$ cat src/rtl/echo_client_scheduler_if.sv
//==============================================================================
// Module : echo_client_scheduler_if
// Client-side and Echo-engine-side handshake bundle for the client scheduler.
// Rev    : 1.0
//==============================================================================
`default_nettype none

interface echo_client_scheduler_if #(
  parameter int NUM_CLIENTS = 4,
  parameter int DATA_W      = 32
);
  logic [NUM_CLIENTS-1:0]        client_say__ENA;
  logic [NUM_CLIENTS*DATA_W-1:0] client_say_meth;
  logic [NUM_CLIENTS*DATA_W-1:0] client_say_v;
  logic [NUM_CLIENTS-1:0]        client_say__RDY;
  logic [NUM_CLIENTS-1:0]        client_heard__ENA;
  logic [DATA_W-1:0]             client_heard_meth;
  logic [DATA_W-1:0]             client_heard_v;
  logic [NUM_CLIENTS-1:0]        client_heard__RDY;
  logic                          echo_say__ENA;
  logic [DATA_W-1:0]             echo_say_meth;
  logic [DATA_W-1:0]             echo_say_v;
  logic                          echo_say__RDY;
  logic                          echo_heard__ENA;
  logic [DATA_W-1:0]             echo_heard_meth;
  logic [DATA_W-1:0]             echo_heard_v;
  logic                          echo_heard__RDY;
  logic [1:0]                    echo_rule_enable;
  logic [1:0]                    echo_rule_ready;
  logic                          sched_enable;
  logic [31:0]                   issued_count;
  logic [31:0]                   completed_count;

  // Scheduler side
  modport slave (
    input  client_say__ENA, client_say_meth, client_say_v, client_heard__RDY,
    input  echo_say__RDY, echo_heard__ENA, echo_heard_meth, echo_heard_v,
    input  echo_rule_ready, sched_enable,
    output client_say__RDY, client_heard__ENA, client_heard_meth, client_heard_v,
    output echo_say__ENA, echo_say_meth, echo_say_v, echo_heard__RDY,
    output echo_rule_enable, issued_count, completed_count
  );

  // Environment side (clients plus engine)
  modport master (
    output client_say__ENA, client_say_meth, client_say_v, client_heard__RDY,
    output echo_say__RDY, echo_heard__ENA, echo_heard_meth, echo_heard_v,
    output echo_rule_ready, sched_enable,
    input  client_say__RDY, client_heard__ENA, client_heard_meth, client_heard_v,
    input  echo_say__ENA, echo_say_meth, echo_say_v, echo_heard__RDY,
    input  echo_rule_enable, issued_count, completed_count
  );
endinterface

`default_nettype wire

$ cat src/rtl/echo_client_scheduler.sv
//==============================================================================
// Module : echo_client_scheduler
// Round-robin sharing of one in-order Echo engine; a tag FIFO steers responses.
// Rev    : 1.0
//==============================================================================
`default_nettype none

module echo_client_scheduler #(
  parameter int NUM_CLIENTS = 4,
  parameter int TAG_DEPTH   = 2,
  parameter int DATA_W      = 32
) (
  input  logic                   CLK,
  input  logic                   nRST,
  echo_client_scheduler_if.slave bus
);

  localparam int CW = (NUM_CLIENTS > 1) ? $clog2(NUM_CLIENTS) : 1;
  localparam int PW = (TAG_DEPTH > 1) ? $clog2(TAG_DEPTH) : 1;
  localparam int OW = $clog2(TAG_DEPTH + 1);
  localparam logic [OW-1:0] c_DEPTH    = OW'(TAG_DEPTH);
  localparam logic [PW-1:0] c_LAST_PTR = PW'(TAG_DEPTH - 1);

  logic [CW-1:0] r_rr_ptr;
  logic [CW-1:0] r_tags [TAG_DEPTH];
  logic [PW-1:0] r_rd_ptr;
  logic [PW-1:0] r_wr_ptr;
  logic [OW-1:0] r_occ;
  logic [31:0]   r_issued;
  logic [31:0]   r_completed;

  logic                   w_can_issue;
  logic                   w_blocked;
  logic [CW-1:0]          w_idx;
  logic [CW-1:0]          w_win;
  logic [CW-1:0]          w_sel;
  logic [NUM_CLIENTS-1:0] w_rdy;
  logic                   w_fire;
  logic [CW-1:0]          w_head;
  logic                   w_occ_nz;
  logic                   w_head_rdy;
  logic                   w_pop;
  logic [PW-1:0]          w_rd_next;
  logic [PW-1:0]          w_wr_next;

  // A full FIFO blocks issue even when a pop lands in the same cycle.
  assign w_can_issue = bus.sched_enable & bus.echo_say__RDY & (r_occ < c_DEPTH);

  // Grant goes to the first requester in rr order; RDY[i] never looks at ENA[i].
  always_comb begin
    w_rdy     = '0;
    w_blocked = 1'b0;
    w_win     = r_rr_ptr;
    w_idx     = r_rr_ptr;
    for (int k = 0; k < NUM_CLIENTS; k++) begin
      w_idx        = r_rr_ptr + CW'(k);
      w_rdy[w_idx] = w_can_issue & ~w_blocked;
      if (bus.client_say__ENA[w_idx] && !w_blocked) begin
        w_win = w_idx;
      end
      w_blocked    = w_blocked | bus.client_say__ENA[w_idx];
    end
  end

  assign w_fire = w_can_issue & (|bus.client_say__ENA);
  assign w_sel  = w_fire ? w_win : r_rr_ptr;

  assign bus.client_say__RDY = w_rdy;
  assign bus.echo_say__ENA   = w_fire;
  assign bus.echo_say_meth   = bus.client_say_meth[w_sel*DATA_W +: DATA_W];
  assign bus.echo_say_v      = bus.client_say_v[w_sel*DATA_W +: DATA_W];

  assign w_head     = r_tags[r_rd_ptr];
  assign w_occ_nz   = (r_occ != '0);
  assign w_head_rdy = bus.client_heard__RDY[w_head];
  // A response with no outstanding tag is dropped rather than popped.
  assign w_pop      = bus.echo_heard__ENA & w_occ_nz;

  assign bus.echo_heard__RDY   = w_occ_nz & w_head_rdy;
  assign bus.client_heard__ENA = w_pop ? (NUM_CLIENTS'(1) << w_head) : '0;
  assign bus.client_heard_meth = bus.echo_heard_meth;
  assign bus.client_heard_v    = bus.echo_heard_v;

  assign bus.echo_rule_enable[0] = bus.echo_rule_ready[0] & bus.sched_enable;
  assign bus.echo_rule_enable[1] = bus.echo_rule_ready[1] & w_occ_nz & w_head_rdy;

  assign bus.issued_count    = r_issued;
  assign bus.completed_count = r_completed;

  assign w_rd_next = (r_rd_ptr == c_LAST_PTR) ? '0 : r_rd_ptr + PW'(1);
  assign w_wr_next = (r_wr_ptr == c_LAST_PTR) ? '0 : r_wr_ptr + PW'(1);

  always_ff @(posedge CLK) begin
    if (!nRST) begin
      r_rr_ptr    <= '0;
      r_rd_ptr    <= '0;
      r_wr_ptr    <= '0;
      r_occ       <= '0;
      r_issued    <= '0;
      r_completed <= '0;
      for (int t = 0; t < TAG_DEPTH; t++) begin
        r_tags[t] <= '0;
      end
    end else begin
      if (w_fire) begin
        r_tags[r_wr_ptr] <= w_win;
        r_wr_ptr         <= w_wr_next;
        r_rr_ptr         <= w_win + CW'(1);
        r_issued         <= r_issued + 32'd1;
      end
      if (w_pop) begin
        r_rd_ptr    <= w_rd_next;
        r_completed <= r_completed + 32'd1;
      end
      case ({w_fire, w_pop})
        2'b10:   r_occ <= r_occ + OW'(1);
        2'b01:   r_occ <= r_occ - OW'(1);
        default: r_occ <= r_occ;
      endcase
    end
  end

endmodule

`default_nettype wire

$ cat src/flat_wrapper.sv
// flat-port wrapper written by rule: the top's interface ports become plain ports
module echo_client_scheduler_flat 
#(
  parameter int NUM_CLIENTS = 4,
  parameter int TAG_DEPTH   = 2,
  parameter int DATA_W      = 32
)
  (CLK, nRST, bus_client_say__ENA, bus_client_say_meth, bus_client_say_v, bus_client_heard__RDY, bus_echo_say__RDY, bus_echo_heard__ENA, bus_echo_heard_meth, bus_echo_heard_v, bus_echo_rule_ready, bus_sched_enable, bus_client_say__RDY, bus_client_heard__ENA, bus_client_heard_meth, bus_client_heard_v, bus_echo_say__ENA, bus_echo_say_meth, bus_echo_say_v, bus_echo_heard__RDY, bus_echo_rule_enable, bus_issued_count, bus_completed_count);
  echo_client_scheduler_if #(.NUM_CLIENTS(NUM_CLIENTS), .DATA_W(DATA_W)) bus_i ();
  input  logic CLK;
  input  logic nRST;
  input wire logic [$bits(bus_i.client_say__ENA)-1:0] bus_client_say__ENA;
  input wire logic [$bits(bus_i.client_say_meth)-1:0] bus_client_say_meth;
  input wire logic [$bits(bus_i.client_say_v)-1:0] bus_client_say_v;
  input wire logic [$bits(bus_i.client_heard__RDY)-1:0] bus_client_heard__RDY;
  input wire logic [$bits(bus_i.echo_say__RDY)-1:0] bus_echo_say__RDY;
  input wire logic [$bits(bus_i.echo_heard__ENA)-1:0] bus_echo_heard__ENA;
  input wire logic [$bits(bus_i.echo_heard_meth)-1:0] bus_echo_heard_meth;
  input wire logic [$bits(bus_i.echo_heard_v)-1:0] bus_echo_heard_v;
  input wire logic [$bits(bus_i.echo_rule_ready)-1:0] bus_echo_rule_ready;
  input wire logic [$bits(bus_i.sched_enable)-1:0] bus_sched_enable;
  output wire logic [$bits(bus_i.client_say__RDY)-1:0] bus_client_say__RDY;
  output wire logic [$bits(bus_i.client_heard__ENA)-1:0] bus_client_heard__ENA;
  output wire logic [$bits(bus_i.client_heard_meth)-1:0] bus_client_heard_meth;
  output wire logic [$bits(bus_i.client_heard_v)-1:0] bus_client_heard_v;
  output wire logic [$bits(bus_i.echo_say__ENA)-1:0] bus_echo_say__ENA;
  output wire logic [$bits(bus_i.echo_say_meth)-1:0] bus_echo_say_meth;
  output wire logic [$bits(bus_i.echo_say_v)-1:0] bus_echo_say_v;
  output wire logic [$bits(bus_i.echo_heard__RDY)-1:0] bus_echo_heard__RDY;
  output wire logic [$bits(bus_i.echo_rule_enable)-1:0] bus_echo_rule_enable;
  output wire logic [$bits(bus_i.issued_count)-1:0] bus_issued_count;
  output wire logic [$bits(bus_i.completed_count)-1:0] bus_completed_count;
  assign bus_i.client_say__ENA = bus_client_say__ENA;
  assign bus_i.client_say_meth = bus_client_say_meth;
  assign bus_i.client_say_v = bus_client_say_v;
  assign bus_i.client_heard__RDY = bus_client_heard__RDY;
  assign bus_i.echo_say__RDY = bus_echo_say__RDY;
  assign bus_i.echo_heard__ENA = bus_echo_heard__ENA;
  assign bus_i.echo_heard_meth = bus_echo_heard_meth;
  assign bus_i.echo_heard_v = bus_echo_heard_v;
  assign bus_i.echo_rule_ready = bus_echo_rule_ready;
  assign bus_i.sched_enable = bus_sched_enable;
  assign bus_client_say__RDY = bus_i.client_say__RDY;
  assign bus_client_heard__ENA = bus_i.client_heard__ENA;
  assign bus_client_heard_meth = bus_i.client_heard_meth;
  assign bus_client_heard_v = bus_i.client_heard_v;
  assign bus_echo_say__ENA = bus_i.echo_say__ENA;
  assign bus_echo_say_meth = bus_i.echo_say_meth;
  assign bus_echo_say_v = bus_i.echo_say_v;
  assign bus_echo_heard__RDY = bus_i.echo_heard__RDY;
  assign bus_echo_rule_enable = bus_i.echo_rule_enable;
  assign bus_issued_count = bus_i.issued_count;
  assign bus_completed_count = bus_i.completed_count;
  echo_client_scheduler #(.NUM_CLIENTS(NUM_CLIENTS), .TAG_DEPTH(TAG_DEPTH), .DATA_W(DATA_W)) u_core (.CLK(CLK), .nRST(nRST), .bus(bus_i));
endmodule
$ cat config.mk
export PLATFORM = sky130hd
export DESIGN_NAME = echo_client_scheduler_flat
export DESIGN_NICKNAME = d
export VERILOG_FILES = /design/src/rtl/echo_client_scheduler_if.sv /design/src/rtl/echo_client_scheduler.sv /design/src/flat_wrapper.sv
export SDC_FILE = /design/constraint.sdc
export NUM_CORES = 1
export LEC_CHECK = 0
export ABC_AREA = 0
export CORE_AREA = 4 4 210 212
export DETAILED_ROUTE_END_ITERATION = 8
export DIE_AREA = 0 0 214 216
export PLACE_DENSITY_LB_ADDON = 0.3
export SLEW_MARGIN = 10
export SYNTH_ARGS = -nofsm -noshare
export SYNTH_HDL_FRONTEND = slang
export SYNTH_SLANG_ARGS = --single-unit
$ cat constraint.sdc
create_clock -name CLK -period 3.2 [get_ports CLK]
set_input_delay 0.48 -clock CLK [delete_from_list [all_inputs] [get_ports CLK]]
set_output_delay 0.48 -clock CLK [all_outputs]
set_load 0.05 [all_outputs]
==> run metrics, run 1 <==
CP Launch Point u_core.r_rr_ptr[1]; slew of the pin with the lowest slew margin 0.573 ns; H-tree depth 3; Syn Inst Count 713; initial antenna violation count 5; vias in the first global route 7058; final hold vios 0; Min-Delay Path Class register to register; via count 6908; Post-synth top cells 197 x mux2i_1, 73 x nor2_1, 71 x dfxtp_1; hold path startpoint u_core.bus.completed_count[31]; mapped cell area 6520 um2; root buf cell clkbuf_16; post-synthesis area per instance 9.14 um2; Worst EP required 2.72 ns; Final Util 32.3%; leading area contributor after synthesis mux2i_1; crit end category output port; Static Leak 5.40 nW; synthesis warning total 0; Clock Path Buffers 2; first-pass GRT wire length 51200 um; Area Growth Syn to Fin 108%; share of post-route cells with drive strength above 1 27.1%; Buffers & Inverters on Critical Path 3; Core Box Area 41900 um2; CP max-delay cell or4_4; crit start category register; #FFs+latches synth 75; Total Power 7.64 mW; Sink Count 75; ys flop type dfxtp_1; Port Buf Inserts 410; setup TNS -19.26 ns; worst setup margin -0.345 ns; # DRC 0; Final Critical Period 3.54 ns; Max Cap Viol 0; WL final 35600 um; CTS clk-pin slew, worst paths 0.06 ns; gr ovfl total 0; # fillers 4229; P per Cell Area 564 nW/um2; fin cells 1674; most frequent cell after synthesis mux2i_1; Rel. slew slack 61.7%; reg2reg start u_core.r_occ[1]; die area 46200 um2; drt first pass iters 4; period utilisation layout 111%; Synth async-reset ratio 0%; CP peak stage delay 0.56 ns; Syn Nets 1059; Starting Density 15.5%; status finished with violations; Finish-stage setup viols 64; worst-path maximum fanout 8; worst path cell trace mux4_2, or4_4, a32oi_2, o31a_4, buf_4, buf_16, mux2i_2, buf_12; critical setup path kind register to output port; GRT Total Usage 14.7%; critical path data arrival time 3.06 ns; CTS buffer count 9; GP Congestion 0.882; largest net degree at the start of global routing 39; violated checks negative setup slack; Iteration-0 DRC Markers 282; placed cells 1640; drt wl/cell 21.2 um; drt via density 4.13; Post-synth EDFFs 4; nets@finish 1474; hold_ws 0.494 ns; Site Rows 75; post-synthesis sequential area ratio 23.7%; io pins 539; Final Cell Area 13500 um2; Die Span Y 216 um; Top delay family on crit path multiplexers; post-synthesis cell type count 49; synth top area cells mux2i_1 30%, dfxtp_1 22%, buf_4 7.5%; pre-CTS setup slack -0.953 ns; Max Transition Viols Final 0; Die Wd 214 um; CTS tree done; placed cell area 12100 um2; clock skew 0.0115 ns; post-DP HPWL 29000 um; RSZ-0062 raised after global routing yes; hold-fix buffer count after cts 0; Worst VDD drop 0.287 mV; clk_lat worst skew 0.33 ns; Yosys top cell area share 30.3%; Max Clk Rate 282 MHz; ANT nets after route 0
==> worst min-delay path, stage by stage (launching register included) <==
cell     delay (ns)
dfxtp_1        0.32
nand3_1        0.06
o21ai_0        0.07
==> cell families (layout without fill, tap and decap cells) <==
kind of cell / count (synthesis) / in the layout / synth area share (%)
AND/OR/NAND/NOR: 213 / 213 / 16.1
other: 0 / 2 / 0
flip-flops: 75 / 75 / 23.7
AO/OA/AOI/OAI: 44 / 44 / 4.44
multiplexers: 203 / 203 / 32.0
XOR/XNOR: 58 / 58 / 7.80
buffers and inverters: 109 / 529 / 13.8
adder cells (fa/ha/maj): 11 / 11 / 2.11
==> worst paths after layout <==
path | slack, ns | end | depth (start not counted)
worst max-delay path | -0.34 | bus_echo_say_v[30] | 8
worst min-delay path | 0.49 | u_core.bus.completed_count[31] | 2
worst max register to register | 0.72 | u_core.bus.issued_count[30] | 7
worst min register to register | 0.49 | u_core.bus.completed_count[31] | 2
==> sequential cells by signal (all words and copies together), names as in the netlist, named ones only <==
name,cells
u_core.bus.completed_count,32
u_core.bus.issued_count,32
u_core.r_occ,2
u_core.r_rd_ptr,1
u_core.r_rr_ptr,2
u_core.r_tags,4
u_core.r_wr_ptr,1
==> layer usage <==
metal,vias up,routed length [um],track usage [%]
met1,3228,14800,17.9
met2,334,16800,24.6
li1,3306,-,-
met3,34,3240,6.02
met4,6,689,3.09
met5,-,34,0
==> power breakdown <==
part           leakage, nW  switching, mW  internal [mW]
logic                 4.61           2.66           2.75
registers            0.616         0.0431          0.983
clock network        0.167          0.429          0.769
total                 5.40           3.14           4.50
==> what timing repair did <==
action | CTS | global route
gates cloned | 5 | 1
pin swaps | 0 | 3
resized for setup | 93 | 60
setup buffers | 8 | 5
endpoints found under the setup margin | 64 | 64
==> final cells by class <==
cell class	count	area, um2	area share [%]
tap	539	674	4.98
timing repair buffer	502	5790	42.7
inverter	11	46.3	0.342
multi-input combinational	529	5130	37.9
antenna	2	5.00	0.0370
clock buffer	9	225	1.66
sequential	75	1550	11.4
clock inverter	7	124	0.915
==> layout by cell type, fill, tap and decap left out, types with 6 or more instances in the layout <==
master	netlist	routed
o21ai_0	11	11
mux2i_4	0	68
nand3_1	27	26
and3_1	11	11
and4_1	6	6
a21oi_1	14	13
xor2_1	38	38
nand2b_1	7	7
nor2_1	73	72
inv_1	8	7
clkbuf_16	0	10
nor3_1	8	8
dfxtp_1	71	69
nor4_1	6	6
ha_1	11	10
buf_4	65	70
clkdlybuf4s50_1	0	335
and2_1	9	9
xnor2_1	20	19
mux2i_1	197	94
mux2i_2	0	35
nand2_1	36	36
nand4_1	18	18
buf_16	0	6
buf_12	7	78
Power figures use the tool's default switching activity.
==> inputs of run 2 (changes only) <==
--- a/config.mk
+++ b/config.mk
@@ -7,6 +7,7 @@
 export LEC_CHECK = 0
 export ABC_AREA = 0
 export CORE_AREA = 4 4 210 212
+export CTS_BUF_LIST = sky130_fd_sc_hd__clkbuf_2 sky130_fd_sc_hd__clkbuf_4 sky130_fd_sc_hd__clkbuf_8
 export DETAILED_ROUTE_END_ITERATION = 8
 export DIE_AREA = 0 0 214 216
 export PLACE_DENSITY_LB_ADDON = 0.3
==> run metrics, run 2 (synthesis results as in run 1) <==
status finished with violations; violated checks negative setup slack; initial antenna violation count 3 (-2); Total Power 7.33 mW (-4.0%); placed cells 1640 (unchanged); RSZ-0062 raised after global routing yes; clock skew 0.0154 ns (+0.00390 ns); Worst EP required 2.72 ns (about the same); drt wl/cell 21.3 um (about the same); CP peak stage delay 0.56 ns (about the same); worst setup margin -0.386 ns (-0.0410 ns); WL final 35500 um (about the same); Top delay family on crit path multiplexers; reg2reg start u_core.r_rr_ptr[1]; diodes inserted 0 (-2); gr ovfl total 0 (unchanged); nets@finish 1473 (-0.068%); Max Transition Viols Final 0 (unchanged); Clock Path Buffers 2 (unchanged); die area 46200 um2 (unchanged); Die Span Y 216 um (unchanged); Buffers & Inverters on Critical Path 3 (unchanged); Core Box Area 41900 um2 (unchanged); Final Cell Area 13400 um2 (-1.1%); Port Buf Inserts 410 (unchanged); P per Cell Area 547 nW/um2 (-2.9%); root buf cell clkbuf_8; Worst VDD drop 0.286 mV (-0.39%); share of post-route cells with drive strength above 1 26.9% (-0.15 points); crit start category register; CP max-delay cell or4_4; # DRC 0 (unchanged); area of the multi-input gates 5090 um2 (-0.68%); io pins 539 (unchanged); Area Growth Syn to Fin 105%; Site Rows 75 (unchanged); Finish-stage setup viols 64 (unchanged); Sink Count 75 (unchanged); ANT nets after route 0 (unchanged); via count 6880 (-0.41%); H-tree depth 3 (unchanged); Max Clk Rate 279 MHz (-1.1%); most frequent cells in the layout 335 x clkdlybuf4s50_1, 95 x mux2i_1, 77 x buf_12; hold_ws 0.497 ns (+0.00292 ns); Min-Delay Path Class register to register; CTS clk-pin slew, worst paths 0.08 ns (+0.02 ns); CTS buffer count 9 (unchanged); slew of the pin with the lowest slew margin 0.572 ns (-0.00166 ns); post-DP HPWL 29000 um (unchanged); Final Util 31.9% (-0.37 points); period utilisation layout 112% (+1.3 points); Final Critical Period 3.59 ns (+0.0410 ns); worst-path maximum fanout 8 (unchanged); clk_lat worst skew 0.36 ns (+0.03 ns); Max Cap Viol 0 (unchanged); hold path startpoint u_core.bus.completed_count[31]; placed cell area 12100 um2 (unchanged); final hold vios 0 (unchanged); commonest non-fill, non-tap cell in the layout clkdlybuf4s50_1; worst path cell trace mux4_2, or4_4, a32oi_2, o31a_4, buf_4, clkbuf_16, mux2i_4, buf_12; Iteration-0 DRC Markers 333 (+18%); Storage cell area 1550 um2 (unchanged); Die Wd 214 um (unchanged); setup TNS -21.50 ns (-2.24 ns); critical path data arrival time 3.11 ns (+0.05 ns); fin cells 1671 (-0.18%); CTS tree done; crit end category output port; Static Leak 5.34 nW (-1.0%); drt first pass iters 4 (unchanged); critical setup path kind register to output port; Rel. slew slack 61.8% (+0.11 points); largest net degree at the start of global routing 39 (unchanged); pre-CTS setup slack -0.953 ns (unchanged); vias in the first global route 7045 (-0.18%); # fillers 4262 (+0.78%); Starting Density 15.5% (unchanged); GRT Total Usage 14.7% (-0.038 points); drt via density 4.12 (-0.23%); first-pass GRT wire length 51100 um (-0.32%); GP Congestion 0.882 (unchanged); CP Launch Point u_core.r_rr_ptr[1]
## run 2: routing by layer
layer	track usage (%)	wire, um	vias up
li1	-	-	3299
met1	18.0	14900	3229
met2	24.5	16700	316
met3	5.91	3200	30
met4	2.96	646	6
met5	0	31	-
## run 2: path summary, 6_finish.rpt
check | end | slack (ns) | cells past startpoint
worst max-delay path | bus_echo_say_meth[6] | -0.39 | 8
worst min-delay path | u_core.bus.completed_count[31] | 0.50 | 2
worst max register to register | u_core.r_tags[0][1] | 0.74 | 8
worst min register to register | u_core.bus.completed_count[31] | 0.50 | 2
## run 2: final cells by class
| cell class | instances | share of cell area, % |
|---|---|---|
| Inverter | 11 | 0.346 |
| Multi-Input combinational cell | 529 | 38.1 |
| Clock inverter | 7 | 0.925 |
| Clock buffer | 9 | 0.925 |
| Sequential cell | 75 | 11.6 |
| Timing Repair Buffer | 501 | 43.1 |
| Tap cell | 539 | 5.04 |
## run 2: what timing repair did
action	4_1_cts	5_1_grt
gates resized for setup	92	58
gates cloned	5	1
hold buffers	0	0
endpoints found under the setup margin	64	64
pin swaps	0	3
buffers inserted	8	5
## run 2: worst reg2reg max path, cell delays in order, from the launching register on
cell and delay (ns):
dfxtp_4 0.37, mux4_2 0.52, buf_4 0.19, o21ai_1 0.31
a32oi_2 0.12, buf_4 0.15, buf_4 0.12, or2_2 0.33
nor3_1 0.18
## run 2: power breakdown
part / switching (mW) / leakage, nW / internal, mW / total, mW
clock network: 0.395 / 0.120 / 0.525 / 0.920
registers: 0.0426 / 0.616 / 0.982 / 1.02
logic: 2.66 / 4.61 / 2.73 / 5.38
total: 3.09 / 5.34 / 4.24 / 7.33
==> variant, RTL diff (config.mk and constraints of run 2) <==
`DATA_W` is set to 32 in 3 places; all go to 28.
--- a/src/rtl/echo_client_scheduler_if.sv
+++ b/src/rtl/echo_client_scheduler_if.sv
@@ -8,5 +8,5 @@
 interface echo_client_scheduler_if #(
   parameter int NUM_CLIENTS = 4,
-  parameter int DATA_W      = 32
+  parameter int DATA_W      = 28
 );
   logic [NUM_CLIENTS-1:0]        client_say__ENA;
--- a/src/rtl/echo_client_scheduler.sv
+++ b/src/rtl/echo_client_scheduler.sv
@@ -9,5 +9,5 @@
   parameter int NUM_CLIENTS = 4,
   parameter int TAG_DEPTH   = 2,
-  parameter int DATA_W      = 32
+  parameter int DATA_W      = 28
 ) (
   input  logic                   CLK,
--- a/src/flat_wrapper.sv
+++ b/src/flat_wrapper.sv
@@ -4,5 +4,5 @@
   parameter int NUM_CLIENTS = 4,
   parameter int TAG_DEPTH   = 2,
-  parameter int DATA_W      = 32
+  parameter int DATA_W      = 28
 )
   (CLK, nRST, bus_client_say__ENA, bus_client_say_meth, bus_client_say_v, bus_client_heard__RDY, bus_echo_say__RDY, bus_echo_heard__ENA, bus_echo_heard_meth, bus_echo_heard_v, bus_echo_rule_ready, bus_sched_enable, bus_client_say__RDY, bus_client_heard__ENA, bus_client_heard_meth, bus_client_heard_v, bus_echo_say__ENA, bus_echo_say_meth, bus_echo_say_v, bus_echo_heard__RDY, bus_echo_rule_enable, bus_issued_count, bus_completed_count);
Ports: changed (8 resized); port bits go from 539 to 483. No check against the original RTL was run, so the function may have changed too.
==> variant against run 2 <==
  * The run still ends with setup timing left
  * Cell area up 21%
  * Count of clock-buffer cells in the layout up 2
  * Sequential power about the same
  * Core utilization up 6.7 points
  * Register-to-register slack worse by 280 ps
  * Synthesized area up 41%
  * Combinational power up 5.2%
  * Clock power down 31%
  * Routed wire length up 23%
  * Power down 0.18%
  * Sequential cell count unchanged
  * Critical path depth up 2
  * Cell count up 40%
  * Worst setup slack worse by 24 ps
  * Largest power group unchanged
==> variant: results (changes against run 2) <==
Initial DRC Count 813 (+140%); Max FO, Critical Path 7 (-1); met2 wire len 22400 um (+34%); final setup fails 56 (-13%); clk_buf instances 11 (+2); Arr. time, crit path 3130 ps (+20 ps); Slew headroom 0.442 (-0.175); sequential cells 75 (unchanged); hold worst-path end u_core.bus.issued_count[1]$_SDFFE_PN0N_; cell count after synthesis 1415 (+98%); status finished, violations left; share of layout cells above drive strength 1 0.231 (-0.0382); violated checks setup timing; largest net degree at the start of global routing 159 (+310%); Sw Share 0.472 (+0.0501); initial antenna violation count 4 (+1); DR WL met3 2570 um (-20%); Port Buf Inserts 370 (-9.8%); Int Power 3.86 mW (-8.8%); WL final 43600 um (+23%); final worst setup slack -409 ps (-23.7 ps); flop2flop setup slack 460 ps (-280 ps); min-delay src u_core.bus.issued_count[1]$_SDFFE_PN0N_; Non-CTS inverters 10 (-1); via-per-instance ratio 5.04 (+22%); Synth cell types 56 (+14%)
==> variant: changes by cell type after synthesis, moves of 67 or more <==
cell,change
mux2i_1,-138
nor2_1,+67
nand2_1,+389
a211oi_1,+112
clkbuf_1,+83
==> variant: worst max-delay path by stage <==
stage                                          startpoint               endpoint  slack [ps]  cells after the start
final                     u_core.r_rr_ptr[1]$_SDFFE_PN0N_   bus_echo_say_meth[7]        -410                     10
after floorplan           u_core.r_rr_ptr[0]$_SDFFE_PN0N_  bus_echo_say_meth[10]        -660                     16
after global placement             bus_client_say__ENA[3]  bus_echo_say_meth[27]       -1050                     10
after detailed placement           bus_client_say__ENA[3]  bus_echo_say_meth[27]       -1020                     10
after global routing      u_core.r_rr_ptr[1]$_SDFFE_PN0N_  bus_echo_say_meth[27]        -540                     11
after CTS                 u_core.r_rr_ptr[0]$_SDFFE_PN0N_     bus_echo_say_v[14]        -480                     12
==> variant: timing repair <==
item | 4_1_cts | 5_1_grt
cloned | 7 | 1
hold endpoints to repair | 0 | 0
gates resized for setup | 114 | 54
pin swaps | 33 | 17
setup endpoints to repair | 57 | 56
buffers inserted | 21 | 11
==> variant: cell families (layout without fill, tap and decap cells) <==
logic type,Yosys count,after routing,share of synthesized area
compound gates,335,335,0.263
flops,75,75,0.168
simple gates,675,675,0.312
xor+xnor,60,60,0.0573
mux,63,63,0.0726
fa+ha+maj,11,11,0.0150
buf+inv,196,589,0.111
==> variant: per-stage QoR <==
stage	setup TNS (ps)	utilization
6_report	-19520	0.386
3_3_place_gp	-30510	0.353
5_1_grt	-26790	0.386
4_1_cts	-22340	0.379
3_5_place_dp	-30070	0.353
2_1_floorplan	-36270	-
